## config.mk

```make
export PLATFORM = sky130hd
export DESIGN_NAME = host_cmd_deframer
export DESIGN_NICKNAME = d
export VERILOG_FILES = /design/src/rtl/host_cmd_deframer.sv
export SDC_FILE = /design/constraint.sdc
export NUM_CORES = 1
export LEC_CHECK = 0
export ABC_AREA = 1
export CAP_MARGIN = 30
export CORE_MARGIN = 8
export CORE_UTILIZATION = 57
export DETAILED_ROUTE_END_ITERATION = 7
export PLACE_DENSITY = 0.85
export SLEW_MARGIN = 20
export SYNTH_ARGS = -nofsm -noshare
export SYNTH_HDL_FRONTEND = slang
export SYNTH_SLANG_ARGS = --single-unit
```

## constraint.sdc

```tcl
create_clock -name clk -period 3.4 [get_ports clk]
set_input_delay 0.51 -clock clk [delete_from_list [all_inputs] [get_ports clk]]
set_output_delay 0.51 -clock clk [all_outputs]
set_load 0.1 [all_outputs]
```

## src/rtl/host_cmd_deframer.sv

```systemverilog
// host_cmd_deframer: parses SYNC/CMD/LEN/payload/CHK frames from a host RX FIFO.
// Ports:
//   clk, rst_n           - clock, async active-low reset
//   rx_empty, rx_rd_en   - upstream FIFO status / pop request
//   rx_dout              - FIFO data, valid the cycle after rx_rd_en
//   cmd, cmd_valid       - frame opcode and one-cycle update pulse
//   pl_data, pl_valid,
//   pl_ready, pl_last    - payload byte stream, valid/ready handshake
//   frm_ok, frm_err      - one-cycle checksum result pulses
//   err_count            - saturating count of frm_err pulses
module host_cmd_deframer (
    input  logic       clk,
    input  logic       rst_n,
    input  logic       rx_empty,
    output logic       rx_rd_en,
    input  logic [7:0] rx_dout,
    output logic [7:0] cmd,
    output logic       cmd_valid,
    output logic [7:0] pl_data,
    output logic       pl_valid,
    input  logic       pl_ready,
    output logic       pl_last,
    output logic       frm_ok,
    output logic       frm_err,
    output logic [7:0] err_count
);

    localparam logic [7:0] SYNC = 8'h5A;

    typedef enum logic [2:0] {
        S_HUNT,
        S_CMD,
        S_LEN,
        S_PAYLOAD,
        S_CHK
    } state_t;

    state_t     state;
    state_t     state_nxt;
    logic       byte_pend;
    logic [7:0] chk;
    logic [7:0] cnt;

    // One pop in flight at a time; a pending payload byte blocks further reads.
    assign rx_rd_en = rst_n && !rx_empty && !byte_pend && !pl_valid;

    always_ff @(posedge clk or negedge rst_n) begin
        if (!rst_n) begin
            state <= S_HUNT;
        end else begin
            state <= state_nxt;
        end
    end

    always_comb begin
        state_nxt = state;
        if (byte_pend) begin
            unique case (state)
                S_HUNT:    if (rx_dout == SYNC) state_nxt = S_CMD;
                S_CMD:     state_nxt = S_LEN;
                S_LEN:     state_nxt = (rx_dout == 8'h00) ? S_CHK : S_PAYLOAD;
                S_PAYLOAD: if (cnt == 8'h01) state_nxt = S_CHK;
                S_CHK:     state_nxt = S_HUNT;
                default:   state_nxt = S_HUNT;
            endcase
        end
    end

    always_ff @(posedge clk or negedge rst_n) begin
        if (!rst_n) begin
            byte_pend <= 1'b0;
            cmd       <= 8'h00;
            cmd_valid <= 1'b0;
            pl_data   <= 8'h00;
            pl_valid  <= 1'b0;
            pl_last   <= 1'b0;
            frm_ok    <= 1'b0;
            frm_err   <= 1'b0;
            err_count <= 8'h00;
            chk       <= 8'h00;
            cnt       <= 8'h00;
        end else begin
            byte_pend <= rx_rd_en;
            cmd_valid <= 1'b0;
            frm_ok    <= 1'b0;
            frm_err   <= 1'b0;
            if (pl_valid && pl_ready) begin
                pl_valid <= 1'b0;
                pl_last  <= 1'b0;
            end
            if (byte_pend) begin
                unique case (state)
                    S_CMD: begin
                        cmd       <= rx_dout;
                        cmd_valid <= 1'b1;
                        chk       <= rx_dout;
                    end
                    S_LEN: begin
                        cnt <= rx_dout;
                        chk <= chk ^ rx_dout;
                    end
                    S_PAYLOAD: begin
                        pl_data  <= rx_dout;
                        pl_valid <= 1'b1;
                        pl_last  <= (cnt == 8'h01);
                        chk      <= chk ^ rx_dout;
                        cnt      <= cnt - 8'h01;
                    end
                    S_CHK: begin
                        if (rx_dout == chk) begin
                            frm_ok <= 1'b1;
                        end else begin
                            frm_err <= 1'b1;
                            if (err_count != 8'hFF) err_count <= err_count + 8'h01;
                        end
                    end
                    default: ;
                endcase
            end
        end
    end

endmodule

```

; ---- After elaboration in Yosys (flattened, before gate mapping)
; Cells that the tools add are included.
; Widths: inputs -> output; s select.
[totals]
output_inout_bits = 30
inputBits = 12
ff_bits = 49
[op_classes]
reduce_logical = 18
n_eq_ne = 10
mux = 20
bitwise = 2
add_sub_neg = 2
[op_table]
columns = cell, count
row1 = $pmux 8 s2, 2
row2 = $mux 1, 14
row3 = $pmux 3 s4, 1
row4 = $mux 3, 3
row5 = $add 8x1->8 const B, 1
row6 = $eq 8x1->1 const B, 1
row7 = $eq 8x7->1 const B, 1
row8 = $eq 8x8->1, 1
row9 = $logic_not 8->1, 1
row10 = $ne 8x8->1 const B, 1
row11 = $reduce_and 2->1, 4
row12 = $sub 8x1->8 const B, 1
row13 = $xor 8x8->8, 1
row14 = $eq 3x2->1 const B, 2
row15 = $logic_and 1x1->1, 4
row16 = $ne 2x2->1 const B, 2
row17 = $reduce_and 4->1, 1
row18 = $reduce_bool 2->1, 2
row19 = $eq 3x1->1 const B, 1
row20 = $eq 3x3->1 const B, 1
row21 = $logic_not 1->1, 3
row22 = $logic_not 3->1, 1
row23 = $reduce_and 3->1, 1
row24 = $reduce_or 2->1, 1
row25 = $not 1->1, 1

; ---- Depth between registers and ports, before layout
; Gate-level depths: netlist (run 1).
[logic_depth]
word_depth = 4
mapped_depth = 9

; ---- Worst setup path before layout (run 1)
; Ideal clock, no wire load.
[synth_timing]
path_kind = register -> output
from = register pl_valid
to = output port rx_rd_en
setup_slack_ns = -0.143
t_arrival_ns = 3.033
stages_incl_launch_ff = 4
cell_sequence = dfrtp_1 > inv_1 > nand2_1 > nor3_1
[synth_between]
elab_chain_cells = 2
[synth_lines]
columns = element, line_no
row1 = start: declaration, 20  ; output logic pl_valid,
row2 = start signal: assignment, 75  ; pl_valid <= 1'b0;
row3 = start signal: assignment, 88  ; pl_valid <= 1'b0;
row4 = start signal: assignment, 104  ; pl_valid <= 1'b1;
row5 = $logic_not 1->1, 45  ; assign rx_rd_en = rst_n && !rx_empty && !byte_pend && !pl_valid;
row6 = $logic_and 1x1->1, 45
row7 = end: declaration, 15  ; output logic rx_rd_en,
; Every way passes these cells.

; ---- Worst setup path after layout (run 1)
[layout_timing]
from = register err_count[6]
to = output port err_count[6]
[layout_lines]
columns = element, line_no
row1 = start: declaration, 25  ; output logic [7:0] err_count
row2 = start signal: assignment, 114  ; if (err_count != 8'hFF) err_count <= err_count + 8'h01;
; No word-level cell between the ends.

==> results_dict.tcl, run 1 <==
set metrics [dict create \
    status "finished, final reports clean" \
    r2r_cells 7 \
    row_count 24 \
    insertion_delay_ps 310 \
    clock-sinks 49 \
    synth_compound_area_frac 0.128 \
    io_buffers 41 \
    leakage_nw 1.49 \
    synth_nets 341 \
    syn-mean-instance-area_um2 7.85 \
    post_drt_wl_per_cell_um 13.6 \
    antenna_cells 0 \
    cts_made_buffers 5 \
    drv_cap 0 \
    via_per_inst 5.44 \
    totalPowerFinal_mw 2.92 \
    crit_family "buffers and inverters" \
    synth_xor_area_frac 0.0171 \
    skew_ps 2.49 \
    seq_area_um2 1230 \
    multi_input_area_um2 1150 \
    crit_type "reg2out" \
    slew_viol_final 0 \
    ys_seq_area_frac 0.479 \
    fmax_mhz 408 \
    hold_path_class "in2async" \
    slew_headroom 0.342 \
    synthCells 326 \
    core_area_um2 4350 \
    crit_fanout 6 \
    place_congestion 0.902 \
    worst_pin_slew_ps 984 \
    grt_max_degree 50 \
    critPathMaxStageDelay_ps 1180 \
    crit_required_ps 2890 \
    ys_types 29 \
    drive_gt1_frac 0.0916 \
    cts.path.max_buffers 2 \
    grtUsageTotal 0.168 \
    startpoint_type "flop" \
    path_buf_inv 1 \
    antenna_found_initial 0 \
    crit_cells 1 \
    first_iter_violations 169 \
    hold_viol 0 \
    via_count 2302 \
    crit_arrival_ps 1940 \
    ctsHoldBuffers 0 \
    die-height_um 83 \
    slowest_stage "clkdlybuf4s50_1" \
    dpl.hpwl_um 4210 \
    cts_tree "done" \
    fin_setup_tns_ps 0 \
    yosysWarnings 0 \
    die_w_um 83 \
    muxShareOfSynthArea 0 \
    endpoint_kind "output pin" \
    gr-total-overflow 0 \
    grt_pass1_vias 2239 \
    vdd_drop_max_uv 452 \
    htree_levels 2 \
    synth_fa_ha_area_frac 0.0147 \
    drtAntennaViolNets 0 \
    io_pins 42 \
    rsz0062_at_grt "no" \
    timing.final.crit_share 0.721 \
    clkTransAtPathRegs_ps 80 \
    synth-simple-area-share 0.287 \
    final-setup-viol-count 0 \
    die-area_um2 6890 \
    min_period_ps 2450 \
    drt_pass1_iterations 5 \
    grt_pass1_wl_um 9900 \
    cts_setup_buffers 0 \
    layout.nets 385 \
    post-route-drc-count 0 \
    syn-cell-area_um2 2560 \
    root_buffer "clkbuf_8" \
    hold_ws_ps 312 \
    ys_seq_elements 49 \
    syn2layout_area_growth_pct 20.6 \
    fill_cells 374 \
    synth_top_family_by_area "simple AND/OR/NAND/NOR gates" \
    power_density_nw_per_um2 946 \
    initial_core_util 0.588 \
    wirelength_um 5740 \
    finish.utilization 0.709 \
    path_cells "clkdlybuf4s50_1" \
    post_cts_resized 0 \
]
[per-stage QoR]
| stage | cell area (um2) | setup slack [ps] | std cells |
|---|---|---|---|
| floorplan | 2560 | 728 | 326 |
| detailed placement | 3000 | 1240 | 415 |
| finish | 3090 | 949 | 423 |
| CTS | 3090 | 928 | 423 |
| global route | 3090 | 897 | 423 |
| global placement | 3000 | 1290 | 415 |
[worst paths after layout]
kind,start,slack (ps),end
setup / recovery,err_count[6],950,err_count[6]
hold / removal,rst_n,310,pl_valid
setup reg to reg,state[2],1680,state[2]
hold reg to reg,cmd[7],490,cmd[7]
max in group asynchronous,rst_n,2690,err_count[7]
min in group clk,rst_n,460,byte_pend
[cells by family (layout without fill, tap and decap cells)]
group,count (synthesis),count (layout)
flops,49,49
xor+xnor,5,5
compound gates,60,60
buf+inv,45,90
simple gates,164,164
fa+ha+maj,3,3
[final cells by class]
type | count | area share
clock inverters | 1 | 0.00243
repair buffers | 42 | 0.133
clock buffers | 7 | 0.0247
multi-input cells | 232 | 0.372
flip-flops and latches | 49 | 0.397
inverters | 40 | 0.0495
well taps | 52 | 0.0211
[per-layer routing]
layer / share of wire / global-route usage / up-vias
li1: - / - / 1143
met1: 0.45 / 0.211 / 1061
met2: 0.46 / 0.260 / 85
met3: 0.073 / 0.0518 / 13
met4: 0.021 / 0.0751 / 0
met5: 0 / 0 / -
[cells in the final DEF, fill, tap and decap left out, drive strengths merged]
cell           count
nand2            113
dfrtp             49
o21ai             42
inv               40
clkdlybuf4s50     39
nor2              20
nand3             17
o211ai            10
nand4              9
a21oi              7
clkbuf             7
nor3               4
xor2               3
ha                 3
buf                3
xnor2              2
a22oi              1
nand3b             1
clkinvlp           1
[sequential cells by signal (all words and copies together), names as in the netlist]
name and flops:
state 3, pl_last 1, cmd 8, cmd_valid 1
frm_ok 1, frm_err 1, chk 8, err_count 8
pl_valid 1, cnt 8, byte_pend 1, pl_data 8
[synthesized netlist by cell type]
master,count,area share
clkbuf_1,1,0.0015
nand3_1,15,0.029
nand2_1,108,0.16
ha_1,3,0.015
inv_1,27,0.040
nand3b_1,1,0.0029
nor3_1,2,0.0039
nor2_2,1,0.0024
nor3_4,1,0.0064
nand2_2,3,0.0073
a21oi_1,7,0.014
inv_4,1,0.0024
nand4_1,9,0.022
dfrtp_1,49,0.48
inv_2,12,0.018
nand2_4,2,0.0088
a22oi_1,1,0.0029
o211ai_1,10,0.029
o21ai_0,16,0.031
buf_6,2,0.0088
xnor2_1,2,0.0068
nor2_4,1,0.0044
xor2_1,3,0.010
nor3_2,1,0.0039
o21ai_1,26,0.051
nand3_2,1,0.0039
nor2_1,18,0.026
nand3_4,1,0.0068
buf_2,2,0.0039
[report_power, final]
group / total (mW) / internal (mW) / leakage (nW) / switching, mW
Combinational: 1.65 / 0.393 / 0.864 / 1.26
Clock: 0.336 / 0.146 / 0.0385 / 0.191
Sequential: 0.937 / 0.797 / 0.592 / 0.140
(Power assumes the default switching activity.)
==> run 2, diff against run 1 <==
--- a/config.mk
+++ b/config.mk
@@ -8,9 +8,9 @@
 export ABC_AREA = 1
 export CAP_MARGIN = 30
 export CORE_MARGIN = 8
-export CORE_UTILIZATION = 57
+export CORE_UTILIZATION = 48
 export DETAILED_ROUTE_END_ITERATION = 7
-export PLACE_DENSITY = 0.85
+export PLACE_DENSITY = 0.76
 export SLEW_MARGIN = 20
 export SYNTH_ARGS = -nofsm -noshare
 export SYNTH_HDL_FRONTEND = slang
==> constraint.sdc (replaced) <==
create_clock -name clk -period 2.2 [get_ports clk]
set_input_delay 0.33 -clock clk [delete_from_list [all_inputs] [get_ports clk]]
set_output_delay 0.33 -clock clk [all_outputs]
set_load 0.1 [all_outputs]
==> results_dict.tcl, run 2 (synthesized netlist as in run 1, its figures left out) <==
set metrics [dict create \
    status "finished, final reports clean" \
    layout_commonest_cell "nand2_1" \
    cts_made_buffers 5 \
    antenna_cells 0 \
    totalPowerFinal_mw 4.50 \
    drv_cap 0 \
    cts_tree "done" \
    endpoint_kind "flop" \
    antenna_found_initial 0 \
    hold_viol 0 \
    slew_headroom 0.595 \
    dpl.cell_count 436 \
    io_pins 42 \
    grt_pass1_vias 2096 \
    clkTransAtPathRegs_ps 80 \
    clock-sinks 49 \
    post_cts_resized 0 \
    place_congestion 0.869 \
    fill_cells 497 \
    wirelength_um 5910 \
    layout.nets 388 \
    cts_setup_buffers 0 \
    fin_cells 443 \
    worst_pin_slew_ps 608 \
    die-area_um2 7920 \
    root_buffer "clkbuf_8" \
    leakage_nw 1.55 \
    drive_gt1_frac 0.180 \
    grtUsageTotal 0.157 \
    fmax_mhz 588 \
    fin_setup_tns_ps 0 \
    crit_fanout 10 \
    vdd_drop_max_uv 1170 \
    io_buffers 41 \
    grt_pass1_wl_um 9630 \
    core_area_um2 5140 \
    first_iter_violations 227 \
    drt_pass1_iterations 5 \
    via_per_inst 5.18 \
    final-setup-viol-count 0 \
    row_count 26 \
    hold_path_class "in2async" \
    dpl.hpwl_um 4420 \
    crit_arrival_ps 1900 \
    multi_input_area_um2 1150 \
    ctsHoldBuffers 0 \
    skew_ps 3.52 \
    post-route-drc-count 0 \
    final_cell_mix "nand2_1 (108), dfrtp_1 (49), buf_4 (33)" \
    cts.path.max_buffers 2 \
    grt_max_degree 50 \
    gr-total-overflow 0 \
    crit_required_ps 2390 \
    crit_type "in2reg" \
    power_density_nw_per_um2 1460 \
    startpoint_type "input pin" \
    via_count 2294 \
    die_w_um 89.0 \
    timing.final.crit_share 0.774 \
    min_period_ps 1700 \
    die-height_um 89.0 \
    seq_area_um2 1230 \
    drtAntennaViolNets 0 \
    slew_viol_final 0 \
    insertion_delay_ps 300 \
    initial_core_util 0.498 \
    post_drt_wl_per_cell_um 13.3 \
    syn2layout_area_growth_pct 20.5 \
    htree_levels 2 \
    rsz0062_at_grt "no" \
]
[run 2: path summary, 6_finish.rpt]
check | start | to | slack, ps | cells past startpoint
min | rst_n | pl_valid | 130 | 2
max reg2reg | byte_pend | err_count[1] | 550 | 5
min in group clk | rst_n | byte_pend | 320 | 3
min reg2reg | pl_data[3] | pl_data[3] | 490 | 2
max in group asynchronous | rst_n | frm_err | 1660 | 2
max | rx_dout[6] | err_count[1] | 500 | 10
[run 2: area by class of cell]
cell class,count,share of cell area
clock buffer,6,0.0268
clock inverter,1,0.00243
inverter,40,0.0495
multi-input combinational,232,0.374
sequential,49,0.398
tap,70,0.0284
timing repair buffer,45,0.121
[run 2: stage by stage]
step | hold WS, ps | instance area (um2) | worst slack [ps] | util
2_1_floorplan | 34.4 | 2570 | 17.4 | -
3_3_place_gp | 472 | 2990 | 260 | 0.583
3_5_place_dp | 480 | 2990 | 217 | 0.583
4_1_cts | 156 | 3080 | 529 | 0.600
5_1_grt | 192 | 3080 | 388 | 0.600
6_report | 129 | 3080 | 498 | 0.600
[run 2: where the power goes]
| part | switching, mW | internal (mW) |
|---|---|---|
| registers | 0.223 | 1.23 |
| clock network | 0.286 | 0.249 |
| logic | 1.95 | 0.569 |
[run 2: critical path, cell delays in order]
cell and delay, ps:
clkdlybuf4s50_1 580, inv_2 110, nand2_1 80, nand2_1 70
nand2_1 70, nor2_1 50, nand2_1 290, nand3_4 170
nand2_1 100, nand2_1 50
[run 2: routing by layer]
layer | part of all wire | wire length, um | GRT usage
met1 | 0.45 | 2650 | 0.201
met2 | 0.46 | 2690 | 0.248
met3 | 0.075 | 443 | 0.0395
met4 | 0.020 | 121 | 0.0589
met5 | 0 | 0 | 0
==> run 3, diff against run 2 <==
--- a/config.mk
+++ b/config.mk
@@ -8,9 +8,9 @@
 export ABC_AREA = 1
 export CAP_MARGIN = 30
 export CORE_MARGIN = 8
-export CORE_UTILIZATION = 48
+export CORE_UTILIZATION = 53
 export DETAILED_ROUTE_END_ITERATION = 7
-export PLACE_DENSITY = 0.76
+export PLACE_DENSITY = 0.79
 export SLEW_MARGIN = 20
 export SYNTH_ARGS = -nofsm -noshare
 export SYNTH_HDL_FRONTEND = slang
==> constraint.sdc (replaced) <==
create_clock -name clk -period 1.65 [get_ports clk]
set_input_delay 0.2475 -clock clk [delete_from_list [all_inputs] [get_ports clk]]
set_output_delay 0.2475 -clock clk [all_outputs]
set_load 0.1 [all_outputs]
==> results_dict.tcl, run 3 (synthesized netlist as in run 1, its figures left out) <==
set metrics [dict create \
    status "finished, final reports clean" \
    layout_commonest_cell "nand2_1" \
    hold_path_class "in2async" \
    crit_fanout 5 \
    root_buffer "clkbuf_8" \
    first_iter_violations 129 \
    drt_pass1_iterations 5 \
    grt_pass1_vias 2301 \
    layout.nets 408 \
    fmax_mhz 640 \
    die-area_um2 7310 \
    final_cell_mix "nand2_1 (106), dfrtp_1 (41), buf_12 (30)" \
    initial_core_util 0.545 \
    gr-total-overflow 0 \
    grt_max_degree 50 \
    r2r_slack_ps 120 \
    crit_type "reg2out" \
    drtAntennaViolNets 0 \
    cts_tree "done" \
    rsz0062_at_grt "no" \
    crit_required_ps 1400 \
    wl_met1_um 2830 \
    leakage_nw 1.76 \
    die-height_um 85.5 \
    core_area_um2 4690 \
    fill_cells 306 \
    fin_ws_ps 87.6 \
    worst_pin_slew_ps 610 \
    row_count 25 \
    crit_arrival_ps 1310 \
    final-setup-viol-count 0 \
    place_congestion 0.937 \
    min_period_ps 1560 \
    met2_wirelength_um 3110 \
    power_density_nw_per_um2 1910 \
    clock-sinks 49 \
    hold_viol 0 \
    fin_setup_tns_ps 0 \
    io_buffers 41 \
    io_pins 42 \
    grtUsageTotal 0.181 \
    drive_gt1_frac 0.256 \
    cts_made_buffers 5 \
    multi_input_area_um2 1170 \
    clkTransAtPathRegs_ps 90 \
    startpoint_type "flop" \
    slew_headroom 0.594 \
    pre_cts_slack_ps -175 \
    cts_setup_buffers 0 \
    post-route-drc-count 0 \
    top_layer_used "met4" \
    syn2layout_area_growth_pct 42.2 \
    hold_ws_ps 71.3 \
    cts.path.max_buffers 2 \
    vdd_drop_max_uv 978 \
    drv_cap 0 \
    antenna_cells 0 \
    timing.final.crit_share 0.947 \
    grt_pass1_wl_um 10800 \
    dr_wl_met3_um 437 \
    insertion_delay_ps 300 \
    skew_ps 7.68 \
    via_count 2422 \
    wirelength_um 6480 \
    endpoint_kind "output pin" \
    dpl.hpwl_um 4870 \
    totalPowerFinal_mw 6.94 \
    die_w_um 85.5 \
    antenna_found_initial 0 \
    seq_area_um2 1240 \
    via_per_inst 5.41 \
    post_drt_wl_per_cell_um 14.5 \
    slew_viol_final 0 \
    htree_levels 2 \
]
-- run 3: cell types whose count changed in the layout (fill, tap and decap cells not counted), sizes merged --
cell,delta
clkbuf,-1
clkinv,+1
bufinv,+1
buf,+20
-- run 3: worst paths after layout --
kind                              startpoint      endpoint  depth (start not counted)
worst max-delay path               byte_pend      rx_rd_en                          3
worst min-delay path                   rst_n     byte_pend                          2
worst max register to register  err_count[0]  err_count[7]                          7
worst min register to register      state[1]      state[1]                          2
max in group asynchronous              rst_n  err_count[0]                          2
min in group clk                       rst_n     byte_pend                          3
-- run 3: final cells by class --
cell class,instances,area share
clock inverters,3,0.0127
multi-input cells,232,0.323
clock buffers,5,0.0189
flip-flops and latches,49,0.342
repair buffers,65,0.243
inverters,40,0.0419
well taps,54,0.0186
-- run 3: timing repair --
action                                  in CTS  in global routing
hold buffers                                 0                  0
resized for setup                            0                  1
endpoints found under the setup margin       0                  9
-- run 3: critical path, stage by stage (launching register included) --
cell	delay, ps
dfrtp_1	400
buf_4	180
nor3_4	230
buf_12	200
-- run 3: power by group --
| part | switching (mW) | internal (mW) |
|---|---|---|
| clock network | 0.401 | 0.454 |
| logic | 2.68 | 1.35 |
| registers | 0.396 | 1.65 |
-- run 3: metal layers --
| metal | GRT usage | vias up |
|---|---|---|
| li1 | - | 1199 |
| met1 | 0.220 | 1123 |
| met2 | 0.306 | 87 |
| met3 | 0.0473 | 13 |
| met4 | 0.0510 | 0 |
| met5 | 0 | - |
-- run 3: per-stage QoR --
step                std cells  utilization  cell area [um2]
floorplan                 326            -             2610
global placement          440        0.751             3520
detailed placement        440        0.751             3520
CTS                       448        0.775             3640
global route              448        0.776             3640
finish                    448        0.776             3640
